### config.mk
export PLATFORM = sky130hd
export DESIGN_NAME = sort_mem_arbiter
export DESIGN_NICKNAME = d
export VERILOG_FILES = /design/src/rtl/sort_pkg.sv /design/src/rtl/sort_arb_pick.sv /design/src/rtl/sort_mem_arbiter.sv
export SDC_FILE = /design/constraint.sdc
export NUM_CORES = 1
export LEC_CHECK = 0
export CAP_MARGIN = 15
export CORE_ASPECT_RATIO = 1.75
export CORE_MARGIN = 4
export CORE_UTILIZATION = 30
export CTS_CLUSTER_DIAMETER = 30
export DETAILED_ROUTE_END_ITERATION = 8
export PLACE_DENSITY = 0.68
export SLEW_MARGIN = 20
export SYNTH_ARGS = -nofsm -noshare
export SYNTH_HDL_FRONTEND = slang
export SYNTH_SLANG_ARGS = --single-unit
export TNS_END_PERCENT = 1
### constraint.sdc
create_clock -name clk -period 2 [get_ports clk]
set_input_delay 0.4 -clock clk [delete_from_list [all_inputs] [get_ports clk]]
set_output_delay 0.4 -clock clk [all_outputs]
set_load 0.005 [all_outputs]
### src/rtl/sort_pkg.sv
// sort_pkg: shared constants and types for the sort design.
//   SORT_ADDR_W / SORT_DATA_W : sort RAM geometry (256 x 8).
//   REQ_LOAD / REQ_SORT / REQ_DISP : requester indices at the RAM arbiter.
//   arb_state_t : arbiter ownership state (OPEN or LOCKED to one requester).
package sort_pkg;

  localparam int SORT_ADDR_W = 8;
  localparam int SORT_DATA_W = 8;

  localparam int REQ_LOAD = 0;
  localparam int REQ_SORT = 1;
  localparam int REQ_DISP = 2;

  typedef enum logic [0:0] {
    OPEN   = 1'b0,
    LOCKED = 1'b1
  } arb_state_t;

endpackage

### src/rtl/sort_arb_pick.sv
// sort_arb_pick: combinational winner selection for the sort RAM arbiter.
//   req [NUM_REQ]  : pending requests.
//   ptr [PTR_W]    : round-robin search start (ignored in the fixed build).
//   win [NUM_REQ]  : one-hot winner, zero when req is zero.
// Build option: define SORT_ARB_RR_EN for round-robin search starting at ptr;
// otherwise the lowest requesting index wins.
module sort_arb_pick
  import sort_pkg::*;
#(
  parameter int NUM_REQ = 3,
  parameter int PTR_W   = (NUM_REQ > 1) ? $clog2(NUM_REQ) : 1
) (
  input  logic [NUM_REQ-1:0] req,
  input  logic [PTR_W-1:0]   ptr,
  output logic [NUM_REQ-1:0] win
);

`ifdef SORT_ARB_RR_EN
  logic             found;
  logic [PTR_W:0]   sum;
  logic [PTR_W-1:0] idx;

  // Walk ptr, ptr+1, ... (mod NUM_REQ); the first requester seen wins.
  always_comb begin
    win   = '0;
    found = 1'b0;
    sum   = '0;
    idx   = '0;
    for (int k = 0; k < NUM_REQ; k++) begin
      sum = {1'b0, ptr} + (PTR_W+1)'(k);
      if (sum >= (PTR_W+1)'(NUM_REQ)) begin
        sum = sum - (PTR_W+1)'(NUM_REQ);
      end
      idx = sum[PTR_W-1:0];
      if (!found && req[idx]) begin
        win[idx] = 1'b1;
        found    = 1'b1;
      end
    end
  end
`else
  logic found;
  logic unused_ptr;

  // Fixed priority has no search start; ptr is tied off by the parent.
  assign unused_ptr = ^ptr;

  always_comb begin
    win   = '0;
    found = 1'b0;
    for (int i = 0; i < NUM_REQ; i++) begin
      if (!found && req[i]) begin
        win[i] = 1'b1;
        found  = 1'b1;
      end
    end
  end
`endif

endmodule

### src/rtl/sort_mem_arbiter.sv
// sort_mem_arbiter: shares the single-port sort RAM between the loader (0),
// the bubble-sort engine (1) and the HEX/LEDR readback (2).
// Ports:
//   clk, rst            : clock, asynchronous active-high reset.
//   req/lock/we         : per-requester request, keep-ownership, write select.
//   addr/wdata          : flattened per-requester address and write data.
//   gnt                 : one-hot grant (combinational).
//   rvalid/rdata        : tagged read return, RD_LAT cycles after the grant.
//   mem_addr/mem_wren/mem_data, mem_q : RAM interface.
//   busy                : LOCKED or a read in flight.
//   lock_err            : one-cycle pulse when an idle lock is force-released.
// Build option: SORT_ARB_RR_EN selects round-robin arbitration (default is
// fixed priority, lowest index wins).
//
// Handshake: a requester holds req (with we/addr/wdata/lock stable) until it
// sees gnt; the access happens in the cycle where req[i] & gnt[i] is high, and
// the requester may change its inputs in the following cycle. There is no
// back-pressure on rvalid: the requester must accept it when it pulses.
module sort_mem_arbiter
  import sort_pkg::*;
#(
  parameter int NUM_REQ      = 3,
  parameter int ADDR_W       = SORT_ADDR_W,
  parameter int DATA_W       = SORT_DATA_W,
  parameter int RD_LAT       = 1,
  parameter int LOCK_TIMEOUT = 16
) (
  input  logic                      clk,
  input  logic                      rst,
  input  logic [NUM_REQ-1:0]        req,
  input  logic [NUM_REQ-1:0]        lock,
  input  logic [NUM_REQ-1:0]        we,
  input  logic [NUM_REQ*ADDR_W-1:0] addr,
  input  logic [NUM_REQ*DATA_W-1:0] wdata,
  output logic [NUM_REQ-1:0]        gnt,
  output logic [NUM_REQ-1:0]        rvalid,
  output logic [DATA_W-1:0]         rdata,
  output logic [ADDR_W-1:0]         mem_addr,
  output logic                      mem_wren,
  output logic [DATA_W-1:0]         mem_data,
  input  logic [DATA_W-1:0]         mem_q,
  output logic                      busy,
  output logic                      lock_err
);

  localparam int ID_W  = (NUM_REQ > 1) ? $clog2(NUM_REQ) : 1;
  localparam int CNT_W = $clog2(LOCK_TIMEOUT + 1);

  arb_state_t         state;
  logic [ID_W-1:0]    owner;
  logic [CNT_W-1:0]   idle_cnt;
  logic [ID_W-1:0]    ptr;
  logic [NUM_REQ-1:0] pick_win;

  logic               granted;
  logic [ID_W-1:0]    gidx;
  logic [ADDR_W-1:0]  g_addr;
  logic [DATA_W-1:0]  g_data;
  logic               g_we;
  logic               g_lock;
  logic [ADDR_W-1:0]  last_addr;
  logic [DATA_W-1:0]  last_data;

  logic [RD_LAT-1:0]  pv;
  logic [ID_W-1:0]    pid [RD_LAT];

`ifdef SORT_ARB_RR_EN
  logic [ID_W-1:0] ptr_q;

  // Pointer moves past the winner on every OPEN grant; frozen while LOCKED.
  always_ff @(posedge clk or posedge rst) begin
    if (rst) begin
      ptr_q <= '0;
    end else if (state == OPEN && granted) begin
      ptr_q <= (gidx == ID_W'(NUM_REQ - 1)) ? '0 : gidx + 1'b1;
    end
  end

  assign ptr = ptr_q;
`else
  assign ptr = '0;
`endif

  sort_arb_pick #(
    .NUM_REQ (NUM_REQ),
    .PTR_W   (ID_W)
  ) u_pick (
    .req (req),
    .ptr (ptr),
    .win (pick_win)
  );

  // While LOCKED only the owner can win; everyone else stalls.
  always_comb begin
    gnt = '0;
    if (state == LOCKED) begin
      gnt[owner] = req[owner];
    end else begin
      gnt = pick_win;
    end
  end

  always_comb begin
    g_addr = '0;
    g_data = '0;
    g_we   = 1'b0;
    g_lock = 1'b0;
    gidx   = '0;
    for (int i = 0; i < NUM_REQ; i++) begin
      if (gnt[i]) begin
        g_addr = addr[i*ADDR_W +: ADDR_W];
        g_data = wdata[i*DATA_W +: DATA_W];
        g_we   = we[i];
        g_lock = lock[i];
        gidx   = ID_W'(i);
      end
    end
  end

  assign granted  = |gnt;
  assign mem_wren = granted & g_we;
  // Address/data bus parks on the last granted access when idle.
  assign mem_addr = granted ? g_addr : last_addr;
  assign mem_data = granted ? g_data : last_data;

  always_ff @(posedge clk or posedge rst) begin
    if (rst) begin
      last_addr <= '0;
      last_data <= '0;
    end else if (granted) begin
      last_addr <= g_addr;
      last_data <= g_data;
    end
  end

  // Ownership FSM. The idle check fires on the cycle whose increment would
  // bring the counter to LOCK_TIMEOUT, so the release happens after exactly
  // LOCK_TIMEOUT idle owner cycles and lock_err is seen alongside OPEN.
  always_ff @(posedge clk or posedge rst) begin
    if (rst) begin
      state    <= OPEN;
      owner    <= '0;
      idle_cnt <= '0;
      lock_err <= 1'b0;
    end else begin
      lock_err <= 1'b0;
      case (state)
        OPEN: begin
          idle_cnt <= '0;
          if (granted && g_lock) begin
            state <= LOCKED;
            owner <= gidx;
          end
        end
        LOCKED: begin
          if (!lock[owner]) begin
            state    <= OPEN;
            idle_cnt <= '0;
          end else if (req[owner]) begin
            idle_cnt <= '0;
          end else if (idle_cnt == CNT_W'(LOCK_TIMEOUT - 1)) begin
            state    <= OPEN;
            lock_err <= 1'b1;
            idle_cnt <= '0;
          end else begin
            idle_cnt <= idle_cnt + 1'b1;
          end
        end
        default: begin
          state    <= OPEN;
          idle_cnt <= '0;
        end
      endcase
    end
  end

  // Read tag pipeline: the last stage lines up with mem_q for that read.
  always_ff @(posedge clk or posedge rst) begin
    if (rst) begin
      pv <= '0;
      for (int i = 0; i < RD_LAT; i++) begin
        pid[i] <= '0;
      end
    end else begin
      pv[0]  <= granted & ~g_we;
      pid[0] <= gidx;
      for (int i = 1; i < RD_LAT; i++) begin
        pv[i]  <= pv[i-1];
        pid[i] <= pid[i-1];
      end
    end
  end

  always_comb begin
    rvalid = '0;
    if (pv[RD_LAT-1]) begin
      rvalid[pid[RD_LAT-1]] = 1'b1;
    end
  end

  assign rdata = pv[RD_LAT-1] ? mem_q : '0;
  assign busy  = (state == LOCKED) | (|pv);

endmodule

==> results.sh <==
export IMPL_run_status="finished with violations"
export IMPL_cts_tree="yes"
export IMPL_grt_max_degree=29
export IMPL_required_ps=1600
export IMPL_synth_distinct_cells=40
export IMPL_multi_input_area_um2=897
export IMPL_hold_viol_final=0
export IMPL_wl_per_cell_um=17.4
export IMPL_violations="setup timing"
export IMPL_detail_route_antenna_nets=0
export IMPL_drv_slew=0
export IMPL_p_comb_frac=0.648
export IMPL_seq_area_frac_synth=0.447
export IMPL_worstSetupEndpointType="output port"
export IMPL_place_congestion=0.747
export IMPL_yosys_area_share_adder=0.00798
export IMPL_fp_dieW_um=62.6
export IMPL_timing_max_cap_violations=0
export IMPL_antenna_cells=0
export IMPL_first_pass_iters=5
export IMPL_syn_avg_cell_area_um2=10.5
export IMPL_clockBufferDepth=2
export IMPL_clock_power_share=0.088
export IMPL_fin_skew_ps=2.79
export IMPL_cts_max_level=1
export IMPL_hold_slack_ps=486
export IMPL_start_kind="register"
export IMPL_grt_first_pass_wirelength_mm=9.87
export IMPL_hp_class="register to register"
export IMPL_p_leak_nw=1.35
export IMPL_cts_made_buffers=3
export IMPL_io_pins=100
export IMPL_drtIter0Drc=88
export IMPL_pwr_density_cell_nw_per_um2=1110
export IMPL_gr_usage_all_layers=0.188
export IMPL_drc=0
export IMPL_fill_cells=429
export IMPL_cts_root_buf="clkbuf_8"
export IMPL_syn_area_um2=1570
export IMPL_antenna_found_initial=0
export IMPL_post_route_period_util=1.22
export IMPL_synth_area_leader_cell="dfrtp_1"
export IMPL_drive_gt1_frac=0.369
export IMPL_crit_fanout=6
export IMPL_p_sw_w=0.00120
export IMPL_swShare=0.345
export IMPL_layout_common_cells="77 x clkdlybuf4s50_1, 30 x buf_4, 27 x dfrtp_1"
export IMPL_viasPerCell=5.28
export IMPL_synthesis_nets=217
export IMPL_num_rows=34
export IMPL_max_freq_mhz=410
export IMPL_clk_latency_ps=270
export IMPL_grt_pass1_vias=2021
export IMPL_synthXorXnorAreaFrac=0.0112
export IMPL_seqPwrFrac=0.264
export IMPL_power_w=0.00349
export IMPL_max_slew_margin=0.745
export IMPL_fin_cells=344
export IMPL_worst_slew_pin_slew_ps=383
export IMPL_io_buffers=99
export IMPL_die_y_um=104
export IMPL_crit_type="register to output port"
export IMPL_yosys_area_share_simple=0.166
export IMPL_synth_seq_cells=28
export IMPL_fp_dieArea_um2=6490
export IMPL_dp_hpwl_mm=4.12
export IMPL_synthMuxAreaShare=0.0128
export IMPL_syn2layout_area_growth_pct=100
export IMPL_start_util=0.312
export IMPL_cts_sinks=28
export IMPL_num_vias=1816
export IMPL_drt_total_wl_mm=5.99
export IMPL_register_area_um2=702
export IMPL_setup_ws_ps=-442
export IMPL_synth_top_area_frac=0.447
export IMPL_core_area_um2=5020
export IMPL_grt_ovfl_total=0
export IMPL_period_needed_ps=2440
export IMPL_synth_compound_area_share=0.294
export IMPL_rsz0062_at_grt="yes"
export IMPL_synth_top_family_by_area="compound AO/OA/AOI/OAI gates"
export IMPL_yosysWarnings=0
export IMPL_ys_top_cells_by_area="dfrtp_1 45%, a2bb2oi_1 6.1%, o211ai_1 5.7%"
export IMPL_setup_violations=19
export IMPL_p_int_w=0.00229
export IMPL_dp_cells=311
export IMPL_layout_commonest_cell="clkdlybuf4s50_1"
export IMPL_fin_nets=360
export IMPL_tns_ps=-6290
export IMPL_peakVddDrop_uv=676
export IMPL_syn_inst=149
export IMPL_clkTransAtPathRegs_ps=90
export IMPL_critPathArrivalTime_ps=2040
sequential cells by signal, indices dropped and copies added, names as in the netlist:
| name | cells |
|---|---|
| pid | 2 |
| last_addr | 8 |
| state | 1 |
| pv | 1 |
| owner | 2 |
| last_data | 8 |
| lock_err | 1 |
| idle_cnt | 5 |
metrics by stage:
| stage | instance area, um^2 | setup slack [ps] | util |
|---|---|---|---|
| 6_report | 3140 | -442 | 0.625 |
| 2_1_floorplan | 1570 | 119 | - |
| 3_5_place_dp | 2750 | -924 | 0.547 |
| 3_3_place_gp | 2750 | -938 | 0.547 |
| 5_1_grt | 3140 | -601 | 0.625 |
| 4_1_cts | 3140 | -399 | 0.626 |
final timing paths:
kind	startpoint	end	slack [ps]	depth (start not counted)
hold / removal	idle_cnt[0]	idle_cnt[0]	490	1
setup / recovery	state	mem_data[0]	-440	7
min in group asynchronous	rst	last_addr[3]	500	3
hold reg to reg	idle_cnt[0]	idle_cnt[0]	490	1
max in group asynchronous	rst	state	1210	3
setup reg to reg	state	last_data[7]	-340	12
layer usage:
metal  global-route usage  part of all wire  vias up  wire length [um]
met5                    0                 0        -                 0
met4                0.103             0.038        0               229
met3               0.0260             0.049       14               294
met2                0.358              0.56       72              3370
met1                0.189              0.35      870              2090
li1                     -                 -      860                 -
timing repair:
item,CTS,global route
setup buffers,30,0
gates cloned,1,0
gates resized for setup,112,6
pin swaps,25,10
endpoints found under the setup margin,21,22
hold buffers,0,0
area by class of cell:
cell class              count  area share
repair buffers            151       0.446
multi-input cells         101       0.286
flip-flops and latches     28       0.224
well taps                  54      0.0215
clock buffers               3      0.0132
inverters                   7     0.00997
synthesized netlist by cell type:
| cell type | number |
|---|---|
| nor2b_2 | 1 |
| a22oi_1 | 11 |
| dfrtp_1 | 28 |
| and2_1 | 8 |
| xnor2_1 | 1 |
| o211ai_1 | 12 |
| o21ai_0 | 2 |
| clkbuf_1 | 3 |
| o21ai_1 | 1 |
| inv_2 | 2 |
| o21ai_4 | 1 |
| nand2b_1 | 1 |
| buf_2 | 8 |
| o21a_1 | 1 |
| mux2i_1 | 2 |
| and3b_1 | 4 |
| nand2_1 | 3 |
| nor3b_2 | 2 |
| nor4_1 | 5 |
| a21oi_1 | 7 |
| a2bb2oi_1 | 11 |
| buf_4 | 1 |
| a31oi_4 | 1 |
| xor2_1 | 1 |
| nor2_1 | 4 |
| buf_6 | 1 |
| ha_1 | 1 |
| a211oi_1 | 1 |
| or2_2 | 1 |
| nor3_1 | 1 |
| inv_1 | 5 |
| or3b_1 | 1 |
| nor3b_1 | 1 |
| nand3_2 | 1 |
| o311ai_0 | 1 |
| nand3_1 | 2 |
| a222oi_1 | 5 |
| nor3_2 | 3 |
| o22ai_1 | 2 |
| o2bb2ai_1 | 2 |
critical path, cell delays in order, from the launching register on:
cell and delay (ps):
dfrtp_2 450, and3b_2 230, o21ai_4 190, inv_2 100
buf_6 140, a222oi_1 360, a21oi_1 140, buf_2 150
power by group through the flow:
| stage | logic, W | registers, W | clock network (W) |
|---|---|---|---|
| 2_1_floorplan | 0.000811 | 0.000861 | 0 |
| 3_3_place_gp | 0.00178 | 0.000899 | 0 |
| 3_5_place_dp | 0.00180 | 0.000903 | 0 |
| 4_1_cts | 0.00225 | 0.000915 | 0.000316 |
| 5_1_grt | 0.00243 | 0.000952 | 0.000330 |
| 6_report | 0.00226 | 0.000922 | 0.000307 |
logic make-up after synthesis:
family | count (synthesis)
buffers and inverters | 20
XOR/XNOR | 2
AND/OR/NAND/NOR | 38
multiplexers | 2
adder cells (fa/ha/maj) | 1
AO/OA/AOI/OAI | 58
flip-flops | 28
Power figures use the tool's default switching activity.
